[config.mk]
export PLATFORM = sky130hd
export DESIGN_NAME = spi_frame_receiver
export DESIGN_NICKNAME = d
export VERILOG_FILES = /design/src/rtl/spi_frame_receiver.sv
export SDC_FILE = /design/constraint.sdc
export NUM_CORES = 1
export LEC_CHECK = 0
export ABC_AREA = 1
export BUFFER_PORTS_ARGS = -buffer_cell sky130_fd_sc_hd__buf_2
export CORE_ASPECT_RATIO = 1.4
export CORE_UTILIZATION = 59
export DETAILED_ROUTE_END_ITERATION = 6
export PLACE_DENSITY_LB_ADDON = 0.3
export SLEW_MARGIN = 5
export SYNTH_ARGS = -nofsm -noshare
export SYNTH_HDL_FRONTEND = slang
export SYNTH_SLANG_ARGS = --single-unit
[constraint.sdc]
create_clock -name write_clk -period 1.9 [get_ports write_clk]
set_input_delay 0.57 -clock write_clk [delete_from_list [all_inputs] [get_ports write_clk]]
set_output_delay 0.57 -clock write_clk [all_outputs]
set_load 0.01 [all_outputs]
[src/rtl/spi_frame_receiver.sv]
// -----------------------------------------------------------------------------
// spi_frame_receiver
//
// SPI-side ingress stage of the video path. It runs entirely in the SPI clock
// domain (write_clk). While cs_n is low it deserialises MOSI, MSB first, and
// waits for a sync byte. After a match it packs the following
// FRAME_W*FRAME_H pixel bits into DWIDTH-bit words and writes them into the
// frame FIFO. It also reports frame boundaries, a frame counter and two
// sticky error flags.
//
// Ports
//   write_clk      in   1       SPI clock; cs_n / mosi sampled on posedge
//   reset          in   1       synchronous, active-high
//   cs_n           in   1       chip select, active-low
//   mosi           in   1       serial data, MSB first
//   fifo_full      in   1       FIFO full flag
//   fifo_din       out  DWIDTH  word to FIFO (holds value between strobes)
//   fifo_write_en  out  1       one-cycle write strobe
//   frame_start    out  1       one-cycle pulse after the sync byte matched
//   frame_done     out  1       one-cycle pulse with the frame's last strobe
//   frame_count    out  8       completed frames, wraps 255 -> 0
//   frame_err      out  1       sticky: bad sync byte or frame cut by cs_n
//   overflow       out  1       sticky: word dropped because fifo_full
// -----------------------------------------------------------------------------
module spi_frame_receiver #(
  parameter int         DWIDTH    = 1,
  parameter int         FRAME_W   = 160,
  parameter int         FRAME_H   = 120,
  parameter logic [7:0] SYNC_BYTE = 8'hA5
) (
  input  logic              write_clk,
  input  logic              reset,
  input  logic              cs_n,
  input  logic              mosi,
  input  logic              fifo_full,
  output logic [DWIDTH-1:0] fifo_din,
  output logic              fifo_write_en,
  output logic              frame_start,
  output logic              frame_done,
  output logic [7:0]        frame_count,
  output logic              frame_err,
  output logic              overflow
);

  localparam int WORDS = (FRAME_W * FRAME_H) / DWIDTH;
  localparam int WCW   = (WORDS > 1) ? $clog2(WORDS) : 1;
  // One bit counter serves both the 8-bit header and the DWIDTH-bit words.
  localparam int BCW   = (DWIDTH > 8) ? $clog2(DWIDTH) + 1 : 4;

  typedef enum logic [1:0] {
    IDLE,
    HUNT,
    PAYLOAD,
    ERR_WAIT
  } state_t;

  state_t            state;
  logic [BCW-1:0]    bit_cnt;
  logic [WCW-1:0]    word_cnt;
  logic [7:0]        hdr_shift;
  logic [DWIDTH-1:0] word_shift;

  // Values after shifting in the current mosi bit. They are used on the edge
  // that captures the final bit, so the comparison and the emitted word
  // already include that bit.
  logic [7:0]        hdr_next;
  logic [DWIDTH-1:0] word_next;
  logic              hdr_last_bit;
  logic              word_last_bit;
  logic              last_word;

  always_comb begin
    // NOTE: every signal gets a value on every path through always_comb, so
    // no latches are inferred.
    hdr_next      = {hdr_shift[6:0], mosi};
    // The cast keeps the low DWIDTH bits, which also covers DWIDTH == 1.
    word_next     = DWIDTH'({word_shift, mosi});
    hdr_last_bit  = (bit_cnt == BCW'(7));
    word_last_bit = (bit_cnt == BCW'(DWIDTH - 1));
    last_word     = (word_cnt == WCW'(WORDS - 1));
  end

  // NOTE: all state lives in this one clocked block and uses non-blocking
  // assignments only. Each register then updates from its pre-edge value,
  // whatever order the statements are written in.
  always_ff @(posedge write_clk) begin
    if (reset) begin
      state         <= IDLE;
      bit_cnt       <= '0;
      word_cnt      <= '0;
      hdr_shift     <= '0;
      word_shift    <= '0;
      fifo_din      <= '0;
      fifo_write_en <= 1'b0;
      frame_start   <= 1'b0;
      frame_done    <= 1'b0;
      frame_count   <= '0;
      frame_err     <= 1'b0;
      overflow      <= 1'b0;
    end else begin
      // Pulse outputs default low and are raised only for the cycle after
      // the edge that causes them.
      fifo_write_en <= 1'b0;
      frame_start   <= 1'b0;
      frame_done    <= 1'b0;

      if (cs_n) begin
        // Deselect drops any partial header or word. Losing select in the
        // middle of a frame is an error.
        if (state == PAYLOAD) frame_err <= 1'b1;
        state      <= IDLE;
        bit_cnt    <= '0;
        hdr_shift  <= '0;
        word_shift <= '0;
      end else begin
        unique case (state)
          IDLE: begin
            // The first selected edge already carries header bit 7.
            hdr_shift <= {7'b0, mosi};
            bit_cnt   <= BCW'(1);
            state     <= HUNT;
          end

          HUNT: begin
            hdr_shift <= hdr_next;
            if (hdr_last_bit) begin
              bit_cnt <= '0;
              if (hdr_next == SYNC_BYTE) begin
                state       <= PAYLOAD;
                frame_start <= 1'b1;
                word_cnt    <= '0;
              end else begin
                // Resync is allowed only after the next cs_n deassertion.
                state     <= ERR_WAIT;
                frame_err <= 1'b1;
              end
            end else begin
              bit_cnt <= bit_cnt + BCW'(1);
            end
          end

          PAYLOAD: begin
            if (word_last_bit) begin
              bit_cnt    <= '0;
              word_shift <= '0;
              if (!fifo_full) begin
                fifo_din      <= word_next;
                fifo_write_en <= 1'b1;
              end else begin
                overflow <= 1'b1;
              end
              // The frame position advances even when a word is dropped, so
              // the frame boundary stays aligned with the host.
              if (last_word) begin
                frame_done  <= 1'b1;
                frame_count <= frame_count + 8'd1;
                word_cnt    <= '0;
                hdr_shift   <= '0;
                state       <= HUNT;
              end else begin
                word_cnt <= word_cnt + WCW'(1);
              end
            end else begin
              word_shift <= word_next;
              bit_cnt    <= bit_cnt + BCW'(1);
            end
          end

          ERR_WAIT: begin
            // mosi is ignored until cs_n goes high.
          end

          default: state <= IDLE;
        endcase
      end
    end
  end

endmodule

* Word-level counts from Yosys, hierarchy flattened *
Cells that the tools add are included.

word-level totals
  output and inout bits = 14
  flip-flop bits (word level) = 42
  input port bits = 5

cells by class
  equal/unequal tests = 11
  reductions and logical operators = 16
  bitwise logic cells = 6
  add/sub/neg operators = 3
  mux-type cells = 24

operators by type and width
  kind                   number
  $mux 15                4
  $pmux 15 s2            1
  $pmux 7 s3             1
  $reduce_and 4->1       5
  $add 15x1->15 const B  1
  $eq 15x15->1 const B   1
  $mux 7                 2
  $pmux 4 s3             1
  $ne 2x2->1 const B     5
  $mux 1                 9
  $add 8x1->8 const B    1
  $eq 8x8->1 const B     1
  $mux 4                 2
  $reduce_or 4->1        2
  $mux 2                 3
  $not 1->1              6
  $pmux 2 s3             1
  $reduce_bool 2->1      3
  $reduce_and 5->1       1
  $add 4x1->4 const B    1
  $eq 4x3->1 const B     1
  $logic_not 4->1        1
  $reduce_and 3->1       1
  $reduce_bool 3->1      1
  other kinds (5)        5

* Depth between registers and ports, before layout *
Gate-level depths: netlist of run 1.

  word-level depth = 5
  depth in mapped cells = 12
  gate-level depth less buffers = 12

* Worst setup path after synthesis of run 1 *
Ideal clock, no wire load.

  path kind = reg-to-reg
  start = register state[0]
  end = register word_cnt[0]
  arrival time = 1.495 ns
  cell stages (with the launch flop) = 12
  slack = 0.341 ns
  clock period less this slack = 1.559 ns
  path buffers = 2
  library setup time = 0.064 ns
  path through = dfxtp_1 inv_1 ha_1 buf_4 nand2_1 nand2_2 nor2_4 nand2_2 buf_4 nor2_4 nor2_1 nor2_1

on the way
  word-level cells in the longest chain between the ends = 3
  elaborated cells between the ends (all ways) = 8
  those cells by class = eq/ne: 5; mux: 1; reduce/logical: 2

RTL lines
  item                                                              line  text
  from (decl)                                                       57    state_t state;
  from (signal assigned)                                            88    state <= IDLE;
  from (signal assigned)                                            111   state <= IDLE;
  from (signal assigned)                                            121   state <= HUNT;
  $eq 2x1->1 or $eq 2x2->1 (tied branches)                          116   unique case (state)
  $ne 2x2->1 (no source line) or $reduce_bool 2->1 (tied branches)  -
  $reduce_and 5->1 (no source line)                                 -
  to (signal assigned)                                              161   word_cnt <= word_cnt + WCW'(1);
  to (decl)                                                         59    logic [WCW-1:0] word_cnt;

Several ways; a longest one is shown, not always the timed one.
A chain may end at the register's enable or synchronous reset.

* Worst setup path in the final report of run 1 *
  start = register bit_cnt[1]
  end = register word_cnt[11]

on the way
  word-level cells in the longest chain between the ends = 3
  elaborated cells between the ends (all ways) = 5
  those cells by class = eq/ne: 3; reduce/logical: 2

RTL lines
  item                                           line    text
  from (decl)                                    58      logic [BCW-1:0] bit_cnt;
  from (signal assigned)                         138     bit_cnt <= bit_cnt + BCW'(1);
  from (signal assigned)                         165     bit_cnt <= bit_cnt + BCW'(1);
  $eq 4x3->1 or $logic_not 4->1 (tied branches)  78, 79
  $ne 2x2->1 (no source line)                    -
  $reduce_and 5->1 (no source line) (*)          -

Mark *: on every way between the ends. The rest lies on a longest branch, timed or not.

==> results.py, run 1 <==
metrics = {
    "run_status": {
        "status": "finished, final reports clean",
    },
    "timing": {
        "timing.slew.headroom_pct": 74.8,
        "clock_skew_ps": 10.8,
        "timing.final.crit_share_pct": 90.6,
        "worstMarginPinSlew_ps": 377,
        "max_freq_ghz": 0.581,
        "rsz0062_at_grt": "no",
        "hold_viol": 0,
        "finalCriticalPeriod_ps": 1720,
        "slew_violations": 0,
        "tns_ps": 0,
        "setup_violations": 0,
    },
    "logic_synthesis": {
        "synthFlopType": "dfxtp_1",
        "synth.avg_cell_area_um2": 6.78,
        "syn_nets": 347,
        "synth_area_leaders": "dfxtp_1, nand2_1, nor2_1",
        "ys_seq_elements": 42,
        "synth_area_leader_cell": "dfxtp_1",
        "ys_seq_area_share_pct": 37.0,
        "synth_top_cell_area_share_pct": 37.0,
        "synth_edf_count": 0,
        "synthArstFlopShare_pct": 0,
        "yosys_warnings": 0,
        "synthCells": 335,
        "synth_area_um2": 2270,
        "synthDistinctLibCells": 29,
    },
    "final_layout": {
        "n_antenna_cell": 0,
        "stdcell_count": 405,
        "finish.net_count": 374,
        "area_delta_synth_final_pct": 12.8,
        "final_cell_mix": "nand2_1, nor2_1, dfxtp_1",
        "layout_commonest_cell": "nand2_1",
        "drive_gt1_share_pct": 15.4,
    },
    "routing": {
        "ant_nets": 0,
        "drt_iter0_drc": 61,
        "drc": 0,
        "drt-pass1-iter-count": 4,
        "vias": 2141,
        "via_per_inst": 5.29,
        "totalWireLength_um": 4770,
        "wire_per_inst_um": 11.8,
    },
    "power": {
        "cellLeakagePower_nw": 1.13,
        "vdd_drop_max_mv": 0.821,
        "p_per_area_nw_per_um2": 669,
    },
    "global_routing": {
        "antenna_found_initial": 0,
        "use_met3_pct": 4.19,
        "top_usage_layer": "met2",
        "grt_pass1_wl_um": 7820,
        "track_usage_pct": 26.1,
        "grt_max_degree": 14,
        "gr-total-overflow": 0,
        "grt_pass1_vias": 1900,
        "grt_use_met2_pct": 47.4,
        "grtUsageMet1_pct": 28.0,
    },
    "critical_path": {
        "crit_chain": "ha_1 > nand3_1 > nand2_1 > nand2_2 > nor2_4 > nand2_4 > buf_4 > nor2_4 > nand3_1 > nand2_1",
        "worstSetupPathType": "reg2reg",
        "worst_path_dominant_cell_family": "simple AND/OR/NAND/NOR gates",
        "crit_slowest_cell": "dfxtp_1",
        "cpPeakStageDelay_ps": 410,
        "start_kind": "flop",
        "endpoint_kind": "flop",
        "cp_max_fo": 10,
        "worst-path-buf-inv": 1,
        "arrival_ps": 1970,
        "required_ps": 2150,
    },
    "clocking": {
        "insertion_delay_ps": 300,
        "h-tree-depth": 2,
        "cts_tree": "done",
        "cts-root-buf": "clkbuf_8",
        "clock-sinks": 42,
        "clk_pin_slew_ps": 80,
        "clockBufferDepth": 2,
        "cts_buffers": 5,
        "ctsHoldBuffers": 0,
    },
    "placed_design": {
        "place_inst": 397,
        "place.gp.congestion": 0.935,
        "port_buffers": 18,
        "hpwl_um": 3610,
    },
    "flow_run": {
        "drv_cap": 0,
    },
    "hold_path": {
        "hp-class": "reg2reg",
    },
    "floorplan": {
        "io-pin-count": 19,
        "die_h_um": 75.4,
        "die_width_um": 54.4,
        "die-area_um2": 4100,
        "num_rows": 26,
        "core_region_area_um2": 3680,
        "initial_utilization_pct": 61.8,
    },
}
registers in the layout, indices dropped and copies added (netlist names), 2 cells and up:
signal / flops
hdr_shift: 7
word_cnt: 15
bit_cnt: 4
frame_count: 8
state: 2
kinds of logic (layout without fill, tap and decap cells):
| group | after synthesis | count (layout) | synth area share [%] |
|---|---|---|---|
| AO/OA/AOI/OAI | 38 | 38 | 8.82 |
| XOR/XNOR | 6 | 6 | 2.31 |
| adder cells (fa/ha/maj) | 7 | 7 | 3.86 |
| buffers and inverters | 49 | 77 | 8.81 |
| flip-flops | 42 | 42 | 37.0 |
| AND/OR/NAND/NOR | 193 | 193 | 39.2 |
cells in the mapped netlist, types with 2 or more instances:
cell type  number
nand2_1        90
dfxtp_1        42
nor2_1         41
inv_1          38
nand3_1        29
a21oi_1        26
nand4_1        11
ha_1            7
nor2_4          5
nor3_1          5
o21ai_1         5
clkbuf_1        4
nand2_2         4
o21ai_0         4
xnor2_1         4
inv_2           3
buf_4           2
nand2_4         2
nor3b_1         2
xor2_1          2
stage by stage:
step / cell area, µm² / power (W) / util, % / hold WS [ps] / worst slack (ps)
final: 2560 / 0.00171 / 69.7 / 476 / 179
after global routing: 2560 / 0.00177 / 69.7 / 482 / 32.0
after CTS: 2550 / 0.00172 / 69.4 / 475 / 83.4
after detailed placement: 2440 / 0.00103 / 66.4 / 465 / 73.0
after global placement: 2440 / 0.00102 / 66.4 / 457 / 117
after floorplan: 2270 / 0.000990 / - / 442 / 341
layer usage:
| layer | vias to the layer above | wire length, µm |
|---|---|---|
| met5 | - | 0 |
| met4 | 0 | 172 |
| met3 | 19 | 146 |
| met2 | 51 | 2470 |
| met1 | 947 | 1980 |
| li1 | 1124 | - |
power by group:
part	leakage (nW)	internal, W	switching, W
combinational	0.738	0.0000395	0.0000762
sequential	0.339	0.000886	0.00000534
clock	0.0514	0.000392	0.000314
final timing paths:
path,from,to,slack [ps],depth (start not counted)
hold / removal,hdr_shift[0]$_SDFFE_PP0P_,hdr_shift[0]$_SDFFE_PP0P_,480,2
setup reg to reg,bit_cnt[1]$_SDFFE_PP0N_,word_cnt[11]$_SDFFE_PP0P_,180,10
hold reg to reg,hdr_shift[0]$_SDFFE_PP0P_,hdr_shift[0]$_SDFFE_PP0P_,480,2
setup / recovery,bit_cnt[1]$_SDFFE_PP0N_,word_cnt[11]$_SDFFE_PP0P_,180,10
final cells by class:
class,instances,area [µm²]
tap,42,52.6
sequential,42,842
inverter,42,159
clock buffer,6,72.6
timing repair buffer,27,158
fill,319,1110
clock inverter,2,37.5
multi-input combinational,244,1240
what timing repair did:
action                     4_1_cts  5_1_grt
setup endpoints to repair        0       10
setup buffers                    0        0
resized for setup                0        4
worst min-delay path, stage by stage, from the launching register on:
cell     delay [ps]
dfxtp_1         320
inv_1            70
a21oi_1          60
No activity file was read; power rests on OpenSTA's default activity.
==> run 2, diff against run 1 <==
--- a/config.mk
+++ b/config.mk
@@ -10,6 +10,7 @@
 export CORE_ASPECT_RATIO = 1.4
 export CORE_UTILIZATION = 59
 export DETAILED_ROUTE_END_ITERATION = 6
+export MAX_ROUTING_LAYER = met4
 export PLACE_DENSITY_LB_ADDON = 0.3
 export SLEW_MARGIN = 5
 export SYNTH_ARGS = -nofsm -noshare
==> results.py, run 2 (same netlist as run 1, synthesis figures left out) <==
metrics = {
    "final_layout": {
        "n_antenna_cell": 0,
        "fillers": 319,
        "finish.net_count": 374,
        "final_cell_mix": "nand2_1, nor2_1, dfxtp_1",
        "drive_gt1_share_pct": 15.4,
        "area_delta_synth_final_pct": 12.8,
        "layout_commonest_cell": "nand2_1",
        "reg_top3": "word_cnt x15, frame_count x8, hdr_shift x7",
        "fin_area_um2": 2560,
        "largest_reg_flops": 15,
        "largest_register": "word_cnt",
    },
    "clocking": {
        "cts_buffers": 5,
        "cts_tree": "done",
        "ctsHoldBuffers": 0,
        "insertion_delay_ps": 300,
        "cts-root-buf": "clkbuf_8",
        "clk_pin_slew_ps": 80,
        "clock-sinks": 42,
        "h-tree-depth": 2,
        "clockBufferDepth": 2,
        "post-cts-setup-buffers": 0,
    },
    "global_routing": {
        "antenna_found_initial": 0,
        "grt_pass1_vias": 1901,
        "track_usage_pct": 26.9,
        "grt_pass1_wl_um": 7820,
        "gr-total-overflow": 0,
        "grt_max_degree": 14,
    },
    "timing": {
        "tns_ps": 0,
        "fin_ws_ps": 183,
        "setup_violations": 0,
        "timing.hold.ws_ps": 476,
        "hold_viol": 0,
        "slew_violations": 0,
        "max_freq_ghz": 0.582,
        "finalCriticalPeriod_ps": 1720,
        "worstMarginPinSlew_ps": 394,
        "rsz0062_at_grt": "no",
        "timing.final.crit_share_pct": 90.4,
        "timing.slew.headroom_pct": 73.6,
        "clock_skew_ps": 12.8,
    },
    "floorplan": {
        "die-area_um2": 4100,
        "num_rows": 26,
        "core_region_area_um2": 3680,
        "die_h_um": 75.4,
        "die_width_um": 54.4,
        "initial_utilization_pct": 61.8,
        "io-pin-count": 19,
    },
    "placed_design": {
        "place_ws_ps": 73.0,
        "hpwl_um": 3610,
        "port_buffers": 18,
        "dpl_cell_area_um2": 2440,
        "place.gp.congestion": 0.951,
    },
    "hold_path": {
        "hp-class": "reg2reg",
    },
    "power": {
        "cellLeakagePower_nw": 1.13,
        "p_per_area_nw_per_um2": 670,
        "vdd_drop_max_mv": 0.820,
    },
    "routing": {
        "totalWireLength_um": 4790,
        "via_per_inst": 5.31,
        "drc": 0,
        "drt_iter0_drc": 53,
        "drt-pass1-iter-count": 4,
        "ant_nets": 0,
        "vias": 2152,
        "wire_per_inst_um": 11.8,
    },
    "run_status": {
        "status": "finished, final reports clean",
    },
    "critical_path": {
        "cp_max_fo": 10,
        "arrival_ps": 1910,
        "worstSetupPathType": "reg2reg",
        "required_ps": 2090,
        "start_kind": "flop",
        "regToRegSetupSlack_ps": 180,
        "endpoint_kind": "flop",
    },
    "flow_run": {
        "drv_cap": 0,
    },
}
[run 2: final timing paths]
path	depth (start not counted)	to	from
worst max-delay path	10	word_cnt[9]$_SDFFE_PP0P_	bit_cnt[1]$_SDFFE_PP0N_
worst min-delay path	2	hdr_shift[0]$_SDFFE_PP0P_	hdr_shift[0]$_SDFFE_PP0P_
worst max register to register	10	word_cnt[9]$_SDFFE_PP0P_	bit_cnt[1]$_SDFFE_PP0N_
worst min register to register	2	hdr_shift[0]$_SDFFE_PP0P_	hdr_shift[0]$_SDFFE_PP0P_
[run 2: where the power goes]
group	total, W	internal [W]	switching, W
clock	0.000708	0.000392	0.000315
sequential	0.000892	0.000886	0.00000534
combinational	0.000116	0.0000395	0.0000761
[run 2: per-stage QoR]
stage / util (%) / cells / total power [W]
CTS: 69.4 / 405 / 0.00172
global placement: 66.4 / 397 / 0.00102
floorplan: - / 335 / 0.000990
global route: 69.7 / 405 / 0.00177
finish: 69.7 / 405 / 0.00171
detailed placement: 66.4 / 397 / 0.00103
[run 2: layout make-up]
cell class / count / area (µm²) / share of cell area [%]
well taps: 42 / 52.6 / 2.05
clock buffers: 6 / 72.6 / 2.83
multi-input cells: 244 / 1240 / 48.4
inverters: 42 / 159 / 6.20
repair buffers: 27 / 158 / 6.16
flip-flops and latches: 42 / 842 / 32.9
clock inverters: 2 / 37.5 / 1.47
[run 2: worst max-delay path, cell delays in order, from the launching register on]
cell and delay (ps):
dfxtp_1 410, ha_1 220, nand3_1 150, nand2_1 130
nand2_2 110, nor2_4 130, nand2_4 120, nand2_2 140
inv_1 90, nand2_1 80, nand2_1 60
[run 2: layer usage]
| metal | global-route usage, % | part of all wire, % | vias up |
|---|---|---|---|
| met5 | - | 0 | - |
| met4 | 13.4 | 3.1 | 0 |
| met3 | 4.19 | 3.5 | 17 |
| met2 | 47.4 | 52 | 57 |
| met1 | 28.0 | 42 | 954 |
| li1 | - | - | 1124 |
[run 2: timing repair]
item | 4_1_cts | 5_1_grt
hold endpoints to repair | 0 | 0
gates resized for setup | 0 | 4
setup endpoints to repair | 0 | 10
==> run 3, diff against run 2 <==
--- a/config.mk
+++ b/config.mk
@@ -11,7 +11,7 @@
 export CORE_UTILIZATION = 59
 export DETAILED_ROUTE_END_ITERATION = 6
 export MAX_ROUTING_LAYER = met4
-export PLACE_DENSITY_LB_ADDON = 0.3
+export PLACE_DENSITY = 0.8
 export SLEW_MARGIN = 5
 export SYNTH_ARGS = -nofsm -noshare
 export SYNTH_HDL_FRONTEND = slang
==> results.py, run 3 (same netlist as run 1, synthesis figures left out) <==
metrics = {
    "run_status": {
        "status": "finished, final reports clean",
    },
    "global_routing": {
        "grt_pass1_wl_um": 7980,
        "grt_pass1_vias": 1870,
        "antenna_found_initial": 0,
        "track_usage_pct": 27.8,
        "grt_max_degree": 13,
        "gr-total-overflow": 0,
    },
    "placed_design": {
        "hpwl_um": 3820,
        "port_buffers": 18,
        "place.gp.congestion": 0.948,
        "place_ws_ps": 125,
    },
    "routing": {
        "ant_nets": 0,
        "drt-pass1-iter-count": 4,
        "via_per_inst": 5.33,
        "totalWireLength_um": 4890,
        "wire_per_inst_um": 12.0,
        "drc": 0,
        "vias": 2162,
        "drt_iter0_drc": 61,
    },
    "power": {
        "p_per_area_nw_per_um2": 626,
        "vdd_drop_max_mv": 0.640,
        "internal_power_w": 0.00122,
        "p_switching_w": 0.000375,
        "comb_power_share_pct": 7.3,
        "clkPwrFrac_pct": 36.8,
        "pwr-share-seq_pct": 55.9,
        "cellLeakagePower_nw": 1.13,
        "swShare_pct": 23.5,
        "finalPower_w": 0.00159,
    },
    "clocking": {
        "h-tree-depth": 2,
        "cts-root-buf": "clkbuf_8",
        "clock-sinks": 42,
        "insertion_delay_ps": 300,
        "post-cts-setup-buffers": 0,
        "clk_pin_slew_ps": 80,
        "cts_tree": "done",
        "ctsHoldBuffers": 0,
        "clockBufferDepth": 2,
        "cts_buffers": 5,
    },
    "floorplan": {
        "initial_utilization_pct": 61.8,
        "die_width_um": 54.4,
        "die_h_um": 75.4,
        "core_region_area_um2": 3680,
        "num_rows": 26,
        "io-pin-count": 19,
        "die-area_um2": 4100,
    },
    "final_layout": {
        "area_delta_synth_final_pct": 12.1,
        "finish.net_count": 375,
        "final_cell_mix": "nand2_1, dfxtp_1, nor2_1",
        "n_antenna_cell": 0,
        "layout_commonest_cell": "nand2_1",
        "largest_register": "word_cnt",
        "largest_reg_flops": 15,
        "drive_gt1_share_pct": 15.1,
        "reg_top3": "word_cnt x15, frame_count x8, hdr_shift x7",
    },
    "flow_run": {
        "drv_cap": 0,
    },
    "critical_path": {
        "crit_slowest_cell": "dfxtp_1",
        "endpoint_kind": "flop",
        "cpPeakStageDelay_ps": 380,
        "arrival_ps": 1900,
        "required_ps": 2090,
        "worstSetupPathType": "reg2reg",
        "cp_common_cell": "nand2_4",
        "cp_max_fo": 11,
        "crit_chain": "ha_1 > nand2_1 > nor2_4 > nand2_2 > clkinv_2 > nand2_4 > nand2_8 > nand2_4 > o21ai_2 > nor2_1",
        "start_kind": "flop",
    },
    "timing": {
        "worstMarginPinSlew_ps": 388,
        "fin_ws_ps": 190,
        "clock_skew_ps": 4.49,
        "max_freq_ghz": 0.585,
        "setup_violations": 0,
        "finalCriticalPeriod_ps": 1710,
        "tns_ps": 0,
        "hold_viol": 0,
        "slew_violations": 0,
        "timing.final.crit_share_pct": 90.0,
        "rsz0062_at_grt": "no",
        "timing.hold.ws_ps": 475,
        "timing.slew.headroom_pct": 74.0,
    },
    "hold_path": {
        "hp-class": "reg2reg",
    },
}
run 3: cell count changes in the layout (fill, tap and decap cells not counted), sizes merged:
cell	previous run	this run
buf	27	28
bufinv	1	0
clkbuf	6	7
clkinv	1	2
clkinvlp	1	0
run 3: path summary, 6_finish.rpt:
check | end | depth (start not counted) | slack, ps | start
max | hdr_shift[2]$_SDFFE_PP0P_ | 10 | 190 | word_cnt[0]$_SDFFE_PP0P_
min | hdr_shift[0]$_SDFFE_PP0P_ | 2 | 480 | hdr_shift[0]$_SDFFE_PP0P_
max reg2reg | hdr_shift[2]$_SDFFE_PP0P_ | 10 | 190 | word_cnt[0]$_SDFFE_PP0P_
min reg2reg | hdr_shift[0]$_SDFFE_PP0P_ | 2 | 480 | hdr_shift[0]$_SDFFE_PP0P_
run 3: area by class of cell:
type                            instances  area (µm²)
Fill cell                             324        1130
Clock inverter                          1        5.00
Tap cell                               42        52.6
Clock buffer                            7        86.3
Timing Repair Buffer                   28         165
Sequential cell                        42         841
Multi-Input combinational cell        244        1240
Inverter                               42         159
run 3: critical path: cells and delay by family, from the launching register on:
family                     cells  cell delay, ps
DFF                            1             380
and+or+nand+nor                7             710
adders and majority gates      1             190
buffers and inverters          1              90
AOI/OAI and AO/OA              1             210
run 3: power by group through the flow:
stage          clock network [W]  logic (W)  registers [W]
2_1_floorplan                  0  0.0000784       0.000911
3_3_place_gp                   0   0.000114       0.000912
3_5_place_dp                   0   0.000116       0.000912
4_1_cts                 0.000614   0.000116       0.000891
5_1_grt                 0.000639   0.000131       0.000892
6_report                0.000586   0.000117       0.000891
run 3: metrics by stage:
| step | cells | utilization (%) | instance area [µm²] |
|---|---|---|---|
| 3_3_place_gp | 398 | 66.6 | 2450 |
| 5_1_grt | 406 | 69.3 | 2550 |
| 6_report | 406 | 69.3 | 2550 |
| 3_5_place_dp | 398 | 66.6 | 2450 |
| 4_1_cts | 406 | 69.1 | 2540 |
| 2_1_floorplan | 335 | - | 2270 |
run 3: repair_timing:
action,4_1_cts,5_1_grt
endpoints found under the hold margin,0,0
gates resized for setup,0,2
setup endpoints to repair,0,8
run 3: metal layers:
metal | up-vias | share of wire (%) | track usage, %
li1 | 1127 | - | -
met1 | 979 | 40 | 28.1
met2 | 42 | 55 | 50.3
met3 | 14 | 2.7 | 6.19
met4 | 0 | 2.3 | 10.5
met5 | - | 0 | -
